===== config.mk =====
export PLATFORM = sky130hd
export DESIGN_NAME = piso_tx32_flat
export DESIGN_NICKNAME = d
export VERILOG_FILES = /design/src/rtl/piso_tx32_pkg.sv /design/src/rtl/piso_tx32_if.sv /design/src/rtl/piso_tx32_tx_bit_cnt.sv /design/src/rtl/piso_tx32.sv /design/src/flat_wrapper.sv
export SDC_FILE = /design/constraint.sdc
export NUM_CORES = 1
export LEC_CHECK = 0
export ABC_CLOCK_PERIOD_IN_PS = 3500
export CAP_MARGIN = 5
export CORE_MARGIN = 2
export CORE_UTILIZATION = 42
export CTS_CLUSTER_DIAMETER = 200
export DETAILED_ROUTE_END_ITERATION = 6
export DONT_BUFFER_PORTS = 1
export SYNTH_ARGS = -nofsm -noshare
export SYNTH_HDL_FRONTEND = slang
export SYNTH_SLANG_ARGS = --single-unit
export TNS_END_PERCENT = 20

===== constraint.sdc =====
create_clock -name clk_i -period 3.5 [get_ports clk_i]
set_clock_uncertainty 0.1 [all_clocks]
set_input_delay 0 -clock clk_i [delete_from_list [all_inputs] [get_ports clk_i]]
set_output_delay 0 -clock clk_i [all_outputs]
set_load 0.02 [all_outputs]

===== src/rtl/piso_tx32_pkg.sv =====
// Shared constants for the 32-bit parallel-in/serial-out transmitter.
// State codes are 1-bit constants so the FSM encoding matches older RTL.
package piso_tx32_pkg;

    localparam int PISO_WIDTH = 32;
    localparam int PISO_CNT_W = 5;
    localparam logic PISO_IDLE_LEVEL = 1'b0;

    localparam logic [0:0] TX_IDLE  = 1'b0;
    localparam logic [0:0] TX_SHIFT = 1'b1;

endpackage


===== src/rtl/piso_tx32_if.sv =====
// Word handshake plus serial link signals of the transmitter.
// Frame bits are numbered [0:WIDTH-1]; bit 0 is sent first.
interface piso_tx32_if #(
    parameter int WIDTH = 32
);
    logic [0:WIDTH-1] data_in;
    logic             in_valid;
    logic             in_ready;
    logic             ser_en;
    logic             ser_out;
    logic             ser_valid;
    logic             ser_last;
    logic             busy;

    modport master (
        output data_in, in_valid, ser_en,
        input  in_ready, ser_out, ser_valid, ser_last, busy
    );

    modport slave (
        input  data_in, in_valid, ser_en,
        output in_ready, ser_out, ser_valid, ser_last, busy
    );
endinterface


===== src/rtl/piso_tx32_tx_bit_cnt.sv =====
// Frame bit counter: sync active-low clear, load-zero, enable, and a
// terminal-count flag raised while the last frame bit is on the line.
module tx_bit_cnt #(
    parameter int WIDTH = 32,
    parameter int CNT_W = 5
) (
    input  logic clk_i,
    input  logic clr_b_i,
    input  logic load0_i,
    input  logic en_i,
    output logic tc_o
);
    logic [CNT_W-1:0] cnt_q;
    logic [CNT_W-1:0] cnt_d;

    always_comb begin
        cnt_d = cnt_q;
        if (load0_i) begin
            cnt_d = '0;
        end else if (en_i) begin
            cnt_d = cnt_q + 1'b1;
        end
    end

    always_ff @(posedge clk_i) begin
        if (!clr_b_i) begin
            cnt_q <= '0;
        end else begin
            cnt_q <= cnt_d;
        end
    end

    assign tc_o = (cnt_q == CNT_W'(WIDTH - 1));
endmodule


===== src/rtl/piso_tx32.sv =====
// Parallel-in/serial-out transmitter: takes a word on a valid/ready
// handshake and shifts it out LSB-index first, one bit per ser_en cycle.
module piso_tx32
    import piso_tx32_pkg::*;
#(
    parameter int   WIDTH      = PISO_WIDTH,
    parameter int   CNT_W      = PISO_CNT_W,
    parameter logic IDLE_LEVEL = PISO_IDLE_LEVEL
) (
    input  logic          clk_i,
    input  logic          res_i,
    piso_tx32_if.slave    tx
);
    logic [0:0]       state_q;
    logic [0:0]       state_d;
    logic [0:WIDTH-1] shreg_q;
    logic [0:WIDTH-1] shreg_d;
    logic             tc;
    logic             shifting;
    logic             frame_end;
    logic             ready;
    logic             accept;

    assign shifting  = (state_q == TX_SHIFT);
    assign frame_end = shifting & tc & tx.ser_en;
    assign ready     = res_i & (~shifting | frame_end);
    assign accept    = tx.in_valid & ready;

    // Counter returns to zero on every frame end so it never exceeds WIDTH-1.
    tx_bit_cnt #(
        .WIDTH (WIDTH),
        .CNT_W (CNT_W)
    ) u_bit_cnt (
        .clk_i   (clk_i),
        .clr_b_i (res_i),
        .load0_i (accept | frame_end),
        .en_i    (shifting & tx.ser_en),
        .tc_o    (tc)
    );

    always_comb begin
        state_d = state_q;
        shreg_d = shreg_q;
        if (accept) begin
            state_d = TX_SHIFT;
            shreg_d = tx.data_in;
        end else if (shifting && tx.ser_en) begin
            shreg_d = shreg_q << 1;
            if (tc) begin
                state_d = TX_IDLE;
            end
        end
    end

    always_ff @(posedge clk_i) begin
        if (!res_i) begin
            state_q <= TX_IDLE;
            shreg_q <= '0;
        end else begin
            state_q <= state_d;
            shreg_q <= shreg_d;
        end
    end

    assign tx.in_ready  = ready;
    assign tx.ser_out   = shifting ? shreg_q[0] : IDLE_LEVEL;
    assign tx.ser_valid = shifting;
    assign tx.ser_last  = shifting & tc;
    assign tx.busy      = shifting;
endmodule


===== src/flat_wrapper.sv =====
// flat-port wrapper written by rule: the top's interface ports become plain ports
module piso_tx32_flat import piso_tx32_pkg::*;
#(
    parameter int   WIDTH      = PISO_WIDTH,
    parameter int   CNT_W      = PISO_CNT_W,
    parameter logic IDLE_LEVEL = PISO_IDLE_LEVEL
)
  (clk_i, res_i, tx_data_in, tx_in_valid, tx_ser_en, tx_in_ready, tx_ser_out, tx_ser_valid, tx_ser_last, tx_busy);
  piso_tx32_if #(.WIDTH(WIDTH)) tx_i ();
  input  logic clk_i;
  input  logic res_i;
  input wire logic [$bits(tx_i.data_in)-1:0] tx_data_in;
  input wire logic [$bits(tx_i.in_valid)-1:0] tx_in_valid;
  input wire logic [$bits(tx_i.ser_en)-1:0] tx_ser_en;
  output wire logic [$bits(tx_i.in_ready)-1:0] tx_in_ready;
  output wire logic [$bits(tx_i.ser_out)-1:0] tx_ser_out;
  output wire logic [$bits(tx_i.ser_valid)-1:0] tx_ser_valid;
  output wire logic [$bits(tx_i.ser_last)-1:0] tx_ser_last;
  output wire logic [$bits(tx_i.busy)-1:0] tx_busy;
  assign tx_i.data_in = tx_data_in;
  assign tx_i.in_valid = tx_in_valid;
  assign tx_i.ser_en = tx_ser_en;
  assign tx_in_ready = tx_i.in_ready;
  assign tx_ser_out = tx_i.ser_out;
  assign tx_ser_valid = tx_i.ser_valid;
  assign tx_ser_last = tx_i.ser_last;
  assign tx_busy = tx_i.busy;
  piso_tx32 #(.WIDTH(WIDTH), .CNT_W(CNT_W), .IDLE_LEVEL(IDLE_LEVEL)) u_core (.clk_i(clk_i), .res_i(res_i), .tx(tx_i));
endmodule

# Word level (Yosys, flattened, before mapping)

Cells that the tools add are included.
W data, S select, Z words.

Register bits: 38
Input bits: 36
Output and inout bits: 5

Add/subtract/negate cells: 1
Equal/unequal tests: 1
Mux-type cells: 6
Bitwise operators: 9
Reduce and logical (&&, ||, !) cells: 5

Operator list:

| operator              | number |
|---|---|
| $mux W32              | 2 |
| $add A5 B1 Y5 const B | 1 |
| $and A1 B1 Y1         | 5 |
| $eq A5 B5 Y1 const B  | 1 |
| $mux W1               | 4 |
| $reduce_bool A2 Y1    | 2 |
| $not A1 Y1            | 2 |
| $or A1 B1 Y1          | 2 |
| $reduce_and A2 Y1     | 1 |
| $reduce_or A2 Y1      | 1 |
| $logic_and A1 B1 Y1   | 1 |

# Longest topological paths before layout

Gate-level depths: netlist (run 1).

Depth after elaboration: 8
Mapped depth: 7
Depth with buffers taken out: 6

# Hierarchy

From an unflattened synthesis (run 1), not the netlist that was laid out.

Cell total of the unflattened synthesis: 246
Area total of the unflattened synthesis: 1913.1 sq um

Modules (own cells, without submodules):

| module     | instances | cells each | area each (sq um) |
|---|---|---|---|
| piso_tx32  | 1         | 223        | 1672.9 |
| tx_bit_cnt | 1         | 23         | 240.2 |

# Worst setup path after synthesis (run 1)

No wires, ideal clock.

Path type: register to register
Start point: register u_core.u_bit_cnt.cnt_q[0]
End point: register u_core.shreg_q[0] in the netlist's numbering
Arrival time: 1.520 ns
Required time: 3.275 ns
Slack: 1.755 ns
Stages on the path, launching flop included: 8
Path buffers: 1
Period minus slack after synthesis: 1.745 ns
Cells stage by stage: dfxtp_1 -> ha_1 -> and3_1 -> ha_1 -> a21boi_4 -> nand2b_1 -> buf_2 -> a31oi_1

Cells in the longest elaborated chain, start to end: 7

RTL lines:

| what                                           | line                       | RTL |
|---|---|---|
| start, declared                                | piso_tx32_tx_bit_cnt.sv:13 | `logic [CNT_W-1:0] cnt_q;` |
| start signal, assigned                         | piso_tx32_tx_bit_cnt.sv:29 | `cnt_q <= cnt_d;` |
| $eq A5 B5 Y1 (*)                               | piso_tx32_tx_bit_cnt.sv:33 | `assign tc_o = (cnt_q == CNT_W'(WIDTH - 1));` |
| $and A1 B1 Y1 (*) (2 in a row)                 | piso_tx32.sv:25            | `assign frame_end = shifting & tc & tx.ser_en;` |
| $or A1 B1 Y1 (*)                               | piso_tx32.sv:26            | `assign ready = res_i & (~shifting \| frame_end);` |
| $and A1 B1 Y1 (*)                              | piso_tx32.sv:26            |  |
| $and A1 B1 Y1 (*)                              | piso_tx32.sv:27            | `assign accept = tx.in_valid & ready;` |
| $mux W32 or $reduce_bool A2 Y1 (tied branches) | -                          |  |
| end signal, assigned                           | piso_tx32.sv:61            | `shreg_q <= shreg_d;` |
| end, declared                                  | piso_tx32.sv:16            | `logic [0:WIDTH-1] shreg_q;` |

Every way passes the cells marked *; elsewhere a longest branch is shown, timed or not.
A chain may end at the register's enable or synchronous reset.

# Worst setup path after layout (run 1)

Start point: register u_core.u_bit_cnt.cnt_q[0]
End point: register u_core.shreg_q[31] in the netlist's numbering

Same word-level chain as after synthesis.

==> results.md, run 1 <==
* Synth Register Bits at 38
* Hold Slack at 0.0777 ns
* Synth Area in Compound Gates at 0.216
* Top FF cell, synth: dfxtp_1
* GRT Util Overall at 0.187
* Largest family of logic cells by synthesized area: simple AND/OR/NAND/NOR gates
* Share of cells above drive strength 1 at 0.0509
* Fin. Hold Viols at 0
* Total number of yosys warnings at 0
* Worst-Skew Late Latency at 0.29 ns
* CTS max path bufs at 2
* Setup Viol. Count Final at 0
* Slowest-stage cell, CP: dlygate4sd3_1
* Syn Nets at 286
* Setup TNS at 0 ns
* Worst Path Buf+Inv at 2
* Placement Setup Slack at 1.29 ns
* First-pass detailed-route iteration total at 4
* Synth-to-Final Area Change at 23.3%
* Worst-path cell chain: ha_1 -> and3_1 -> ha_1 -> nand4_1 -> dlygate4sd3_1 -> o221ai_1 -> dlygate4sd3_1 -> and2_1
* Post-synth cell types at 27
* Cts bufs inserted at 5
* Sequential area share after synthesis at 0.402
* Crit-path max FO at 3
* R2r setup slk at 0.86 ns
* Most frequent cells after synthesis: 67 x nand2_1, 38 x dfxtp_1, 31 x a31oi_1
* Drt initial violations at 124
* Worst EP arrival at 2.73 ns
* Pleak at 0.840 nW
* DRT Wirelength at 4380 microns
* N_diodes at 0
* Port buffer count at 0
* Post-synth EDFFs at 0
* Element type at the critical path end: register
* Syn Inst Count at 248
* Overall Power at 0.000988 W
* DIE HEIGHT at 71.1 microns
* H-Tree Depth at 2
* Max cap viols at 0
* Initial Util at 0.435
* First-pass GRT wire length at 7530 microns
* Fillers at 410
* Vias at 1691
* Synth Area per Inst at 7.63 sq um
* Drt drc at 0
* CP top delay family: buffers and inverters
* Mapped Area at 1890 sq um
* CTS tree: yes
* Worst setup path startpoint: u_core.u_bit_cnt.cnt_q[0]$_SDFFE_PP0P_
* RSZ-0062 raised after global routing: no
* Final Critical Period at 2.64 ns
* Status: completed
* # rows at 24
* Multiplexer share of the synthesized area at 0.00529
* FF-to-FF path depth at 8
* Max VDD drop at 0.000223 V
* Top-area cell type share of the netlist area at 0.402
* Vias in the first global route at 1672
* Final setup margin at 0.855 ns
* Die footprint at 5060 sq um
* CP Depth at 8
* Worst reg2reg endpoint: u_core.shreg_q[31]$_SDFFE_PN0P_
* Clk pin slew, worst setup/hold paths at 0.07 ns
* Top cells by area, synth: dfxtp_1 40%, nand2_1 13%, a31oi_1 10%
* Max incr delay on CP at 0.58 ns
* Hpwl dp at 2440 microns
* Die W at 71.1 microns
* # IOs at 41
* Pwr Density at 424 nW/um^2
* Critical Path Source Type: register
* Most frequent cell after synthesis: nand2_1
* Placed Area at 1850 sq um
* Worst EP required at 3.59 ns
* Vias per cell at 5.17
* Clock root buffer: clkbuf_8
* Actual slew at the worst max-slew pin at 1.08 ns
* CTS Sinks at 38
* FF-to-FF Start: u_core.u_bit_cnt.cnt_q[0]$_SDFFE_PP0P_
* Final cycle utilization of the critical path at 0.756
* Final slew viol count at 0
* Largest net degree at the start of global routing at 36
* Synth async-reset ratio at 0
* Routability congestion estimate from global placement at 0.758
* Fin area at 2330 sq um
* Hold crit path type: in -> out
* CP Class: reg -> reg
* Initial antenna violation count at 0
* NumNets Final at 312
* Grt ovf at 0
* Slew margin rel. at 0.279
* Synth Area in XOR/XNOR at 0.00925
* Post-Synth Adder-Cell Area at 0.0132
* Avg WL per Cell at 13.4 microns
* Post-synth top area cell: dfxtp_1
* Post-DRT Antenna Nets at 0
* Max Freq at 378 MHz
* Floorplan Core Area at 4350 sq um
* CP Capture Point: u_core.shreg_q[31]$_SDFFE_PN0P_
* Simple-Gate Fraction of Synth Area at 0.284
power breakdown:
group / internal (W) / total (W) / switching [W]
Sequential: 0.000464 / 0.000484 / 0.0000197
Clock: 0.000210 / 0.000365 / 0.000156
Combinational: 0.0000687 / 0.000139 / 0.0000707
Total: 0.000742 / 0.000988 / 0.000246
registers in the layout, indices dropped and copies added (netlist names):
name / count
u_core.shreg_q: 32
u_core.u_bit_cnt.cnt_q: 5
u_core.tx.busy: 1
worst min path at each step:
stage               startpoint                             end  slack, ns  depth (start not counted)
floorplan                res_i  u_core.shreg_q[0]$_SDFFE_PN0P_       0.04                          2
global placement         res_i     u_core.tx.busy$_SDFFE_PN0P_       0.02                          1
detailed placement       res_i     u_core.tx.busy$_SDFFE_PN0P_       0.03                          1
CTS                      res_i                     tx_in_ready       0.08                          1
global route             res_i                     tx_in_ready       0.08                          1
finish                   res_i                     tx_in_ready       0.08                          1
routing by layer:
layer / GRT usage / wire [microns] / vias to the layer above / part of all wire
met5: 0 / 0 / - / 0
met4: 0.0755 / 61 / 0 / 0.014
met3: 0.0370 / 200 / 5 / 0.046
met2: 0.306 / 2050 / 41 / 0.47
met1: 0.243 / 2070 / 757 / 0.47
li1: - / - / 888 / -
placed cells by master, fill, tap and decap left out, drive strengths merged, types with 2 or more instances in the layout:
| cell type | instances |
|---|---|
| a21oi | 3 |
| nand2b | 26 |
| a31oi | 31 |
| dlygate4sd3 | 37 |
| buf | 4 |
| or2b | 6 |
| and2 | 4 |
| dfxtp | 38 |
| clkbuf | 5 |
| clkinv | 2 |
| ha | 2 |
| nor2 | 3 |
| o21ai | 33 |
| nand2 | 68 |
| nand3 | 2 |
area by class of cell:
cell class | instances | area (sq um) | area share
clock buffer | 5 | 68.8 | 0.0295
clock inverter | 3 | 40.0 | 0.0172
multi-input combinational | 188 | 998 | 0.428
sequential | 38 | 761 | 0.326
tap | 52 | 65.1 | 0.0279
timing repair buffer | 41 | 400 | 0.172
cells by family after synthesis:
family                   count (synthesis)
adder cells (fa/ha/maj)                  2
flip-flops                              38
multiplexers                             1
AO/OA/AOI/OAI                           70
XOR/XNOR                                 2
buffers and inverters                   22
AND/OR/NAND/NOR                        113
through the flow:
| stage | instances | util |
|---|---|---|
| CTS | 327 | 0.536 |
| detailed placement | 282 | 0.426 |
| global placement | 282 | 0.426 |
| finish | 327 | 0.536 |
| global route | 327 | 0.536 |
| floorplan | 248 | - |
worst register-to-register path, cell delays in order (launching register included):
cell and delay (ns):
dfxtp_1 0.34, ha_1 0.21, and3_1 0.18, ha_1 0.23
nand4_1 0.11, dlygate4sd3_1 0.55, o221ai_1 0.10, dlygate4sd3_1 0.58
and2_1 0.15
what timing repair did:
item	in CTS	in global routing
hold endpoints to repair	38	0
resized for setup	0	0
buffers inserted	0	0
hold buffers	37	0
(Power assumes the default switching activity.)
==> inputs of run 2 (changes only) <==
Settings changed: ABC_CLOCK_PERIOD_IN_PS 3500 to 2700.
Clock period 3.5 ns to 2.7 ns, I/O delays scaled along.
==> run 2 against run 1 <==
Power up 31%. Flip-flop and latch count stayed put. Sequential share of layout area decreased by 0.36 points. First-iteration DRC count fell by 19%. Worst hold slack lost 0.0096 ns. Sequential power rose by 29%. Largest power group unchanged.
==> results.md, run 2 (synthesis results as in run 1) <==
* Status: completed
* Die footprint at 5060 sq um
* Slew margin rel. at 0.283
* Worst-Skew Late Latency at 0.28 ns
* Routability congestion estimate from global placement at 0.695
* Fin area at 2360 sq um
* Actual slew at the worst max-slew pin at 1.07 ns
* Biggest register: u_core.shreg_q
* Floorplan Core Area at 4350 sq um
* Pwr Density at 551 nW/um^2
* # rows at 24
* Initial Util at 0.435
* Max VDD drop at 0.000277 V
* DIE HEIGHT at 71.1 microns
* Worst Hold Launch: tx_in_valid
* Clock root buffer: clkbuf_8
* Worst reg2reg endpoint: u_core.shreg_q[31]$_SDFFE_PN0P_
* R2r setup slk at 0.12 ns
* Max Freq at 388 MHz
* Drt initial violations at 100
* Grt ovf at 0
* RSZ-0062 raised after global routing: no
* DRT Wirelength at 4460 microns
* Die W at 71.1 microns
* CTS max path bufs at 2
* First-pass detailed-route iteration total at 4
* Final Critical Period at 2.58 ns
* Cells after DPL at 283
* Final cycle utilization of the critical path at 0.955
* Cts bufs inserted at 5
* CTS tree: yes
* Element type at the critical path end: register
* FF-to-FF Start: u_core.u_bit_cnt.cnt_q[0]$_SDFFE_PP0P_
* Worst EP required at 2.78 ns
* N_diodes at 0
* Leading cell types in the layout, fill and taps excluded: 67 x nand2_1, 38 x dfxtp_1, 37 x dlygate4sd3_1
* Fin. Hold Viols at 0
* Final slew viol count at 0
* Hold crit path type: in -> reg
* Initial antenna violation count at 0
* Largest net degree at the start of global routing at 35
* Pleak at 0.846 nW
* NumNets Final at 313
* FF-to-FF path depth at 8
* Critical Path Source Type: register
* Vias in the first global route at 1745
* CP Class: reg -> reg
* Final non-filler cell total at 327
* Share of cells above drive strength 1 at 0.0545
* CTS Sinks at 38
* GRT Util Overall at 0.191
* Setup TNS at 0 ns
* Vias per cell at 5.30
* Post-DRT Antenna Nets at 0
* Largest register FFs at 32
* Vias at 1733
* # IOs at 41
* Avg WL per Cell at 13.6 microns
* Crit-path max FO at 3
* First-pass GRT wire length at 7770 microns
* Synth-to-Final Area Change at 24.7%
* Hpwl dp at 2490 microns
* Worst EP arrival at 2.65 ns
* Port buffer count at 0
* Drt drc at 0
* Hold Path Sink: u_core.shreg_q[17]$_SDFFE_PN0P_
* Most common cell after layout, fill and taps aside: nand2_1
* Max cap viols at 0
* Setup Viol. Count Final at 0
* Clk pin slew, worst setup/hold paths at 0.07 ns
* H-Tree Depth at 2
* Worst hold stages at 2
* Placed Area at 1870 sq um
==> run 2: cell types whose count changed in the layout (fill, tap and decap cells not counted), sizes merged <==
| cell | previous run | this run |
|---|---|---|
| buf | 4 | 5 |
| clkbuf | 5 | 6 |
| clkinv | 2 | 0 |
==> run 2: worst max path at each step <==
stage / from / endpoint / slack, ns / cells after the start
floorplan: u_core.u_bit_cnt.cnt_q[0]$_SDFFE_PP0P_ / u_core.shreg_q[0]$_SDFFE_PN0P_ / 0.95 / 7
detailed placement: u_core.u_bit_cnt.cnt_q[0]$_SDFFE_PP0P_ / u_core.shreg_q[28]$_SDFFE_PN0P_ / 0.72 / 7
global placement: u_core.u_bit_cnt.cnt_q[0]$_SDFFE_PP0P_ / u_core.shreg_q[30]$_SDFFE_PN0P_ / 0.74 / 7
CTS: u_core.u_bit_cnt.cnt_q[0]$_SDFFE_PP0P_ / u_core.shreg_q[31]$_SDFFE_PN0P_ / 0.09 / 8
finish: u_core.u_bit_cnt.cnt_q[0]$_SDFFE_PP0P_ / u_core.shreg_q[31]$_SDFFE_PN0P_ / 0.12 / 8
global route: u_core.u_bit_cnt.cnt_q[0]$_SDFFE_PP0P_ / u_core.shreg_q[31]$_SDFFE_PN0P_ / 0.06 / 8
==> run 2: metrics by stage <==
step,util,hold WS (ns),setup WS [ns],total power [W]
after detailed placement,0.430,0.0268,0.717,0.000771
after CTS,0.541,0.0525,0.0881,0.00131
after global routing,0.542,0.0831,0.0560,0.00136
after global placement,0.430,0.0233,0.744,0.000770
after floorplan,-,0.0383,0.955,0.000760
final,0.542,0.0681,0.123,0.00130
==> run 2: layout make-up <==
| type | instances | area, sq um |
|---|---|---|
| fill | 429 | 1990 |
| multi-input combinational | 188 | 1000 |
| sequential | 38 | 761 |
| timing repair buffer | 42 | 420 |
| clock buffer | 6 | 82.6 |
| tap | 52 | 65.1 |
| clock inverter | 1 | 30.0 |
==> run 2: critical path, stage by stage, from the launching register on <==
cell	delay, ns
dfxtp_1	0.34
ha_1	0.22
and3_1	0.19
ha_2	0.20
nand4_1	0.08
dlygate4sd3_1	0.55
o221ai_1	0.10
dlygate4sd3_1	0.56
and2_1	0.15
==> run 2: metal layers <==
layer	GRT usage	up-vias	wire, microns
met3	0.0541	2	154
li1	-	888	-
met1	0.238	811	2220
met2	0.321	32	2060
met5	0	-	0
met4	0.0566	0	19
==> run 2: timing repair <==
action                                 CTS  global route
setup buffers                            0             0
gates resized for setup                  0             1
hold buffers                            37             0
endpoints found under the hold margin   38             0
setup endpoints to repair                0             1
==> run 2: report_power, final <==
part           total, W  internal (W)  switching [W]
registers      0.000624      0.000602      0.0000227
clock network  0.000486      0.000295       0.000190
logic          0.000189     0.0000926      0.0000966
total           0.00130      0.000990       0.000309
==> inputs of run 3 (changes only) <==
Settings changed: CORE_MARGIN 2 to 5, CTS_CLUSTER_SIZE set to 14, SLEW_MARGIN set to 20.
==> run 3 against run 2 <==
Clock power up 20%. Final cell count up 0.31%. Worst hold slack worse by 0.014 ns. Worst setup slack better by 0.50 ns. Maximum frequency up 24%.
==> results.md, run 3 (synthesis results as in run 1) <==
* Die footprint at 5950 sq um
* Worst EP arrival at 2.17 ns
* Final slew viol count at 0
* DRT Wirelength at 4640 microns
* Vias per cell at 5.24
* Most common cell after layout, fill and taps aside: nand2_1
* Leading cell types in the layout, fill and taps excluded: 67 x nand2_1, 38 x dfxtp_1, 34 x dlygate4sd3_1
* N_diodes at 0
* Pleak at 0.859 nW
* Port buffer count at 0
* Avg WL per Cell at 14.2 microns
* First-pass GRT wire length at 7770 microns
* Worst EP required at 2.79 ns
* Vias at 1720
* Cts bufs inserted at 5
* Post-DRT Antenna Nets at 0
* Setup TNS at 0 ns
* Vias in the first global route at 1636
* Cells after DPL at 285
* Hold crit path type: in -> reg
* NumNets Final at 313
* Pwr Density at 591 nW/um^2
* Largest register FFs at 32
* Clock root buffer: clkbuf_8
* RSZ-0062 raised after global routing: no
* Max cap viols at 0
* Clk pin slew, worst setup/hold paths at 0.08 ns
* Final Critical Period at 2.08 ns
* Initial Util at 0.435
* Max VDD drop at 0.000297 V
* # rows at 24
* DIE HEIGHT at 77.1 microns
* CTS Sinks at 38
* Fin. Hold Viols at 0
* Element type at the critical path end: register
* Setup Viol. Count Final at 0
* Final non-filler cell total at 328
* CTS tree: yes
* Critical Path Source Type: register
* Worst-Skew Late Latency at 0.29 ns
* First-pass detailed-route iteration total at 4
* Status: completed
* Slew margin rel. at 0.315
* CTS max path bufs at 2
* # IOs at 41
* H-Tree Depth at 2
* Max Freq at 481 MHz
* Initial antenna violation count at 0
* Routability congestion estimate from global placement at 0.736
* Share of cells above drive strength 1 at 0.0652
* Drt drc at 0
* Grt ovf at 0
* Hpwl dp at 2640 microns
* Floorplan Core Area at 4350 sq um
* Actual slew at the worst max-slew pin at 1.02 ns
* Worst hold stages at 2
* Hold Slack at 0.0538 ns
* Post-CTS Resized at 0
* Synth-to-Final Area Change at 24.7%
* Largest net degree at the start of global routing at 35
* Final cycle utilization of the critical path at 0.770
* Crit-path max FO at 3
* FF-to-FF path depth at 7
* Biggest register: u_core.shreg_q
* CP Class: reg -> reg
* Die W at 77.1 microns
* Drt initial violations at 168
* GRT Util Overall at 0.157
* Fillers at 406
-- run 3: report_power, final --
| group | internal (W) | leakage, nW | switching, W | total, W |
|---|---|---|---|---|
| Combinational | 0.0000900 | 0.477 | 0.0000967 | 0.000187 |
| Clock | 0.000370 | 0.0683 | 0.000214 | 0.000584 |
| Sequential | 0.000601 | 0.314 | 0.0000232 | 0.000625 |
-- run 3: area by class of cell --
| cell class | count | area [sq um] | area share |
|---|---|---|---|
| tap | 52 | 65.1 | 0.0276 |
| clock buffer | 5 | 68.8 | 0.0292 |
| clock inverter | 3 | 68.8 | 0.0292 |
| multi-input combinational | 188 | 998 | 0.423 |
| sequential | 38 | 761 | 0.322 |
| timing repair buffer | 42 | 398 | 0.169 |
-- run 3: critical path, stage by stage, from the launching register on --
cell,delay (ns)
dfxtp_1,0.34
ha_1,0.21
and3_1,0.19
ha_1,0.23
nand4_1,0.10
o221ai_1,0.09
and2_1,0.16
dlygate4sd3_1,0.54
-- run 3: metrics by stage --
stage	area (sq um)	setup WS, ns	util	power [W]
5_1_grt	2360	0.507	0.542	0.00146
3_5_place_dp	1880	0.686	0.431	0.000771
3_3_place_gp	1880	0.726	0.431	0.000770
2_1_floorplan	1890	0.955	-	0.000760
4_1_cts	2360	0.615	0.543	0.00140
6_report	2360	0.621	0.542	0.00140
-- run 3: path summary, 6_finish.rpt --
check	slack (ns)	start	to
worst min-delay path	0.05	tx_in_valid	u_core.shreg_q[11]$_SDFFE_PN0P_
worst max-delay path	0.62	u_core.u_bit_cnt.cnt_q[0]$_SDFFE_PP0P_	u_core.shreg_q[31]$_SDFFE_PN0P_
worst min register to register	0.37	u_core.shreg_q[4]$_SDFFE_PN0P_	u_core.shreg_q[3]$_SDFFE_PN0P_
worst max register to register	0.62	u_core.u_bit_cnt.cnt_q[0]$_SDFFE_PP0P_	u_core.shreg_q[31]$_SDFFE_PN0P_
-- run 3: what timing repair did --
action | in CTS | in global routing
setup endpoints to repair | 0 | 0
hold endpoints to repair | 38 | 0
buffers inserted | 0 | 0
hold buffers | 35 | 0
-- run 3: per-layer routing --
layer,GRT usage,share of wire,vias up
li1,-,-,892
met1,0.213,0.48,780
met2,0.237,0.45,42
met3,0.0480,0.051,6
met4,0.0464,0.014,0
met5,0,0,-
